--- src/rtl/rf_writeback_queue.sv ---
`default_nettype none
// ============================================================================
// Module   : rf_writeback_queue
// Purpose  : Write-side driver for the 16x32 register file. Takes results from
//            the EX and MEM stages, queues them in order in a small FIFO, and
//            presents at most one write per cycle on the register-file write
//            port (PW, C, RFLd). Exports a per-register pending mask so hazard
//            logic can stall reads of registers with writes still in flight.
// Ports    : CLK, RST          - clock (rising edge), synchronous active-high reset
//            mem_valid/rd/data - MEM stage result request; mem_ready accepts it
//            ex_valid/rd/data  - EX stage result request;  ex_ready accepts it
//            PW, C, RFLd       - register-file write data, select, enable
//            pc_redirect       - R15 is being written this cycle
//            pend              - bit r set while a queued/presented write targets Rr
//            count             - current FIFO occupancy, 0..DEPTH
// Revision : 1.0 - initial release
// ============================================================================
module rf_writeback_queue #(
  parameter int DEPTH = 4,
  parameter int AW    = 2
) (
  input  logic          CLK,
  input  logic          RST,
  input  logic          mem_valid,
  input  logic [3:0]    mem_rd,
  input  logic [31:0]   mem_data,
  output logic          mem_ready,
  input  logic          ex_valid,
  input  logic [3:0]    ex_rd,
  input  logic [31:0]   ex_data,
  output logic          ex_ready,
  output logic [31:0]   PW,
  output logic [3:0]    C,
  output logic          RFLd,
  output logic          pc_redirect,
  output logic [15:0]   pend,
  output logic [AW:0]   count
);

  localparam logic [AW:0]   c_depth_cnt = (AW+1)'(DEPTH);
  localparam logic [AW+1:0] c_depth_ext = (AW+2)'(DEPTH);

  logic [31:0]      r_data [DEPTH];
  logic [3:0]       r_rd   [DEPTH];
  logic [DEPTH-1:0] r_vld;
  logic [AW-1:0]    r_wr_ptr;
  logic [AW-1:0]    r_rd_ptr;

  logic             w_mem_acc;
  logic             w_ex_acc;
  logic             w_pop;
  logic [AW-1:0]    w_ex_slot;
  logic [DEPTH-1:0] w_vld_nxt;
  logic [AW:0]      w_count_nxt;

  // Ready depends only on registered occupancy; a pop at the same edge does
  // not free space early. EX is judged after reserving room for MEM.
  assign mem_ready = (count < c_depth_cnt);
  assign ex_ready  = (({1'b0, count} + (AW+2)'(mem_valid)) < c_depth_ext);

  assign w_mem_acc = mem_valid & mem_ready;
  assign w_ex_acc  = ex_valid & ex_ready;
  assign w_pop     = (count != '0);

  // MEM is the older instruction, so it takes the first free slot.
  assign w_ex_slot = w_mem_acc ? (r_wr_ptr + 1'b1) : r_wr_ptr;

  assign w_count_nxt = count + (AW+1)'(w_mem_acc) + (AW+1)'(w_ex_acc)
                     - (AW+1)'(w_pop);

  // Writes only ever land on free slots (ready guarantees room), so clearing
  // the popped slot and setting the written ones cannot collide.
  always_comb begin
    w_vld_nxt = r_vld;
    if (w_pop)     w_vld_nxt[r_rd_ptr]  = 1'b0;
    if (w_mem_acc) w_vld_nxt[r_wr_ptr]  = 1'b1;
    if (w_ex_acc)  w_vld_nxt[w_ex_slot] = 1'b1;
  end

  // Storage needs no reset: validity is tracked separately.
  always_ff @(posedge CLK) begin
    if (w_mem_acc) begin
      r_data[r_wr_ptr] <= mem_data;
      r_rd[r_wr_ptr]   <= mem_rd;
    end
    if (w_ex_acc) begin
      r_data[w_ex_slot] <= ex_data;
      r_rd[w_ex_slot]   <= ex_rd;
    end
  end

  always_ff @(posedge CLK) begin
    if (RST) begin
      r_vld    <= '0;
      r_wr_ptr <= '0;
      r_rd_ptr <= '0;
      count    <= '0;
      PW       <= '0;
      C        <= '0;
      RFLd     <= 1'b0;
    end else begin
      r_vld    <= w_vld_nxt;
      r_wr_ptr <= r_wr_ptr + AW'(w_mem_acc) + AW'(w_ex_acc);
      count    <= w_count_nxt;
      if (w_pop) begin
        PW       <= r_data[r_rd_ptr];
        C        <= r_rd[r_rd_ptr];
        RFLd     <= 1'b1;
        r_rd_ptr <= r_rd_ptr + 1'b1;
      end else begin
        RFLd     <= 1'b0;
      end
    end
  end

  // Pending mask covers every queued entry plus the write on the port now.
  always_comb begin
    pend = '0;
    for (int i = 0; i < DEPTH; i++) begin
      if (r_vld[i]) pend[r_rd[i]] = 1'b1;
    end
    if (RFLd) pend[C] = 1'b1;
  end

  assign pc_redirect = RFLd & (C == 4'b1111);

endmodule
`default_nettype wire

--- config.mk ---
export PLATFORM = sky130hd
export DESIGN_NAME = rf_writeback_queue
export DESIGN_NICKNAME = d
export VERILOG_FILES = /design/src/rtl/rf_writeback_queue.sv
export SDC_FILE = /design/constraint.sdc
export NUM_CORES = 1
export LEC_CHECK = 0
export CORE_MARGIN = 2
export CORE_UTILIZATION = 50
export DETAILED_ROUTE_END_ITERATION = 7
export PLACE_DENSITY = 0.84
export SYNTH_ARGS = -nofsm -noshare
export SYNTH_HDL_FRONTEND = slang
export SYNTH_SLANG_ARGS = --single-unit
--- constraint.sdc ---
create_clock -name CLK -period 4.03 [get_ports CLK]
set_clock_uncertainty 0.15 [all_clocks]
set_input_delay 0.403 -clock CLK [delete_from_list [all_inputs] [get_ports CLK]]
set_output_delay 0.403 -clock CLK [all_outputs]
set_load 0.005 [all_outputs]
==> impl_metrics.env <==
export IMPL_worstSetupStartpoint="r_rd[2][2]"
export IMPL_syn_cell_area_sq_um=9760
export IMPL_leakage_nw=4.05
export IMPL_hold_buffers=0
export IMPL_cts_root_buf="clkbuf_16"
export IMPL_mostFrequentLayoutCell="edfxtp_1"
export IMPL_grt_pass1_wl_um=35100
export IMPL_antenna_cells=0
export IMPL_drt_wirelength_per_cell_um=20.6
export IMPL_grt_overflow_total=0
export IMPL_cts_tree="done"
export IMPL_hold_depth=2
export IMPL_layout_drive_gt1_share_pct=28.6
export IMPL_crit_arrival_ns=2.42
export IMPL_drtAntennaViolNets=0
export IMPL_syn2layout_area_growth_pct=21.5
export IMPL_syn_instance_count=714
export IMPL_sw_frac_of_total_pct=33.8
export IMPL_period_share_pct=73.8
export IMPL_rows=51
export IMPL_syn_num_nets=803
export IMPL_drt_pass1_iterations=5
export IMPL_fmax_ghz=0.336
export IMPL_fin_setup_tns_ns=0
export IMPL_worstSetupPathType="register to output port"
export IMPL_synth_main_ff_cell="edfxtp_1"
export IMPL_p_int_mw=5.66
export IMPL_final_hold_violation_count=0
export IMPL_startpoint_type="register"
export IMPL_cts_made_buffers=17
export IMPL_p_clk_share_pct=19.1
export IMPL_core_sq_um=19300
export IMPL_dpl_worst_slack_ns=0.933
export IMPL_final_cell_mix="144 x edfxtp_1, 133 x clkdlybuf4s50_1, 114 x mux2_2, 98 x nand2_1, 46 x dfxtp_1"
export IMPL_p_seq_share_pct=42.1
export IMPL_cp_required_ns=3.48
export IMPL_die_area_sq_um=20700
export IMPL_synth_seq_cells=192
export IMPL_endpoint_kind="output port"
export IMPL_ioPinCount=135
export IMPL_worstSkewPairLatency_ns=0.42
export IMPL_clock_path_buffers=2
export IMPL_post_cts_resized=0
export IMPL_rr_startpoint="count[2]"
export IMPL_wirelength_um=22800
export IMPL_start_util_pct=50.5
export IMPL_fillers=1481
export IMPL_seq_area_frac_synth_pct=54.1
export IMPL_placedInstanceArea_sq_um=11300
export IMPL_avgViaCountPerCell=5.78
export IMPL_worstSetupEndpoint="pend[0]"
export IMPL_fp_dieH_um=144
export IMPL_die_w_um=144
export IMPL_avgSynthCellArea_sq_um=13.7
export IMPL_rsz0062_at_grt="false"
export IMPL_nets=922
export IMPL_cts_htree_levels=4
export IMPL_ys_async_sr_fraction_pct=0
export IMPL_worstMarginPinSlew_ns=1.12
export IMPL_yosysUniqueCellTypes=48
export IMPL_gp_congestion=0.932
export IMPL_power_total_mw=8.55
export IMPL_postLayoutCellArea_sq_um=11900
export IMPL_antenna_found_initial=0
export IMPL_path_clk_slew_ns=0.07
export IMPL_via_count=6419
export IMPL_ff2ff_path_depth=5
export IMPL_cts_sinks=192
export IMPL_grt_pass1_vias=6553
export IMPL_track_usage_pct=22.5
export IMPL_ir_drop_v=0.000493
export IMPL_switching_power_mw=2.89
export IMPL_cts_setup_buffers=0
export IMPL_timing_rr_end="r_data[3][2]"
export IMPL_dpl_hpwl_um=14500
export IMPL_slew_headroom_pct=25.2
export IMPL_drt_iter0_drc=426
export IMPL_synth_edf_count=144
export IMPL_outcome="completed"
export IMPL_setup_violations=0
export IMPL_powerDensity_nw_per_um2=721
export IMPL_crit_fanout=7
export IMPL_rrSetupSlack_ns=1.36
export IMPL_comb_power_share_pct=38.8
export IMPL_setup_ws_ns=1.06
export IMPL_hold_path_class="register to register"
export IMPL_io_buffers=134
export IMPL_report_final_slew_viol_count=0
export IMPL_fin_crit_ns=2.97
export IMPL_drcViolationCount=0
export IMPL_yosysWarnings=0
export IMPL_cap_violations=0
export IMPL_grt_max_degree=49
-- power groups by stage --
stage	Clock [mW]	Combinational, mW	Sequential [mW]
floorplan	0	2.28	3.35
global placement	0	3.26	3.61
detailed placement	0	3.32	3.64
CTS	1.64	3.34	3.61
global route	1.73	3.58	3.70
finish	1.63	3.32	3.60
-- worst min path at each step --
| stage | startpoint | endpoint | slack (ns) |
|---|---|---|---|
| 2_1_floorplan | PW[0] | PW[0] | 0.30 |
| 3_3_place_gp | PW[28] | PW[28] | 0.29 |
| 3_5_place_dp | PW[12] | PW[12] | 0.29 |
| 4_1_cts | PW[12] | PW[12] | 0.30 |
| 5_1_grt | PW[20] | PW[20] | 0.32 |
| 6_report | PW[21] | PW[21] | 0.30 |
-- metrics by stage --
| step | hold WS (ns) | utilization [%] | cells |
|---|---|---|---|
| 2_1_floorplan | 0.298 | - | 714 |
| 3_3_place_gp | 0.289 | 58.4 | 1079 |
| 3_5_place_dp | 0.295 | 58.4 | 1079 |
| 4_1_cts | 0.303 | 61.3 | 1111 |
| 5_1_grt | 0.316 | 61.3 | 1111 |
| 6_report | 0.300 | 61.3 | 1111 |
-- cell families (layout without fill, tap and decap cells) --
logic type	count (synthesis)	in the layout	share of synthesized area [%]
XOR/XNOR	5	5	0.449
flip-flops	192	192	54.1
AND/OR/NAND/NOR	183	183	8.61
AO/OA/AOI/OAI	81	81	5.23
adder cells (fa/ha/maj)	13	13	1.90
multiplexers	182	182	26.3
buffers and inverters	58	190	3.35
-- routing by layer --
metal  wire (um)  GRT usage, %
met1        9260          28.5
met2       11700          39.6
met3        1410          3.67
met4         455          7.33
met5           0             0
-- cell type report --
| class | count | area, sq um | share of cell area (%) |
|---|---|---|---|
| Tap cell | 265 | 332 | 2.80 |
| Sequential cell | 192 | 5290 | 44.6 |
| Timing Repair Buffer | 144 | 1440 | 12.1 |
| Inverter | 14 | 52.6 | 0.443 |
| Clock buffer | 18 | 439 | 3.70 |
| Multi-Input combinational cell | 464 | 4180 | 35.2 |
| Clock inverter | 14 | 131 | 1.11 |
-- flip-flops by register name, indices dropped and copies added (netlist names) --
signal and flops:
RFLd 1, r_rd 16, PW 32, r_vld 4, C 4, count 3, r_wr_ptr 2, r_rd_ptr 2
r_data 128
-- Yosys cell counts (2+ instances only) --
cell type / count / area (sq um)
a211oi_1: 3 / 22.5
a21oi_1: 41 / 205
a31oi_1: 8 / 50.1
buf_12: 3 / 60.1
buf_2: 9 / 45.0
buf_4: 5 / 37.5
buf_6: 4 / 45.0
clkbuf_1: 22 / 82.6
dfxtp_1: 48 / 961
edfxtp_1: 144 / 4320
fa_1: 3 / 60.1
ha_1: 10 / 125
inv_1: 13 / 48.8
mux2_2: 114 / 1280
mux2_4: 31 / 465
mux4_2: 36 / 811
nand2_1: 101 / 379
nand2b_1: 10 / 62.6
nand3_1: 13 / 65.1
nand3b_1: 8 / 60.1
nand4_1: 2 / 12.5
nor2_1: 20 / 75.1
nor2b_1: 7 / 43.8
nor3_1: 11 / 55.1
nor3b_1: 3 / 22.5
o211ai_1: 4 / 30.0
o221ai_1: 5 / 43.8
o22a_1: 2 / 17.5
o22ai_1: 8 / 50.1
o311ai_0: 2 / 17.5
o32a_1: 2 / 20.0
or2_2: 2 / 12.5
or3b_2: 2 / 17.5
xnor2_1: 4 / 35.0
-- critical path: stages (launching register included) --
cell             delay, ns
edfxtp_1              0.50
or3b_2                0.56
nor3_1                0.20
a21oi_1               0.07
nand3_1               0.15
clkdlybuf4s50_1       0.51
Power figures use the tool's default switching activity.
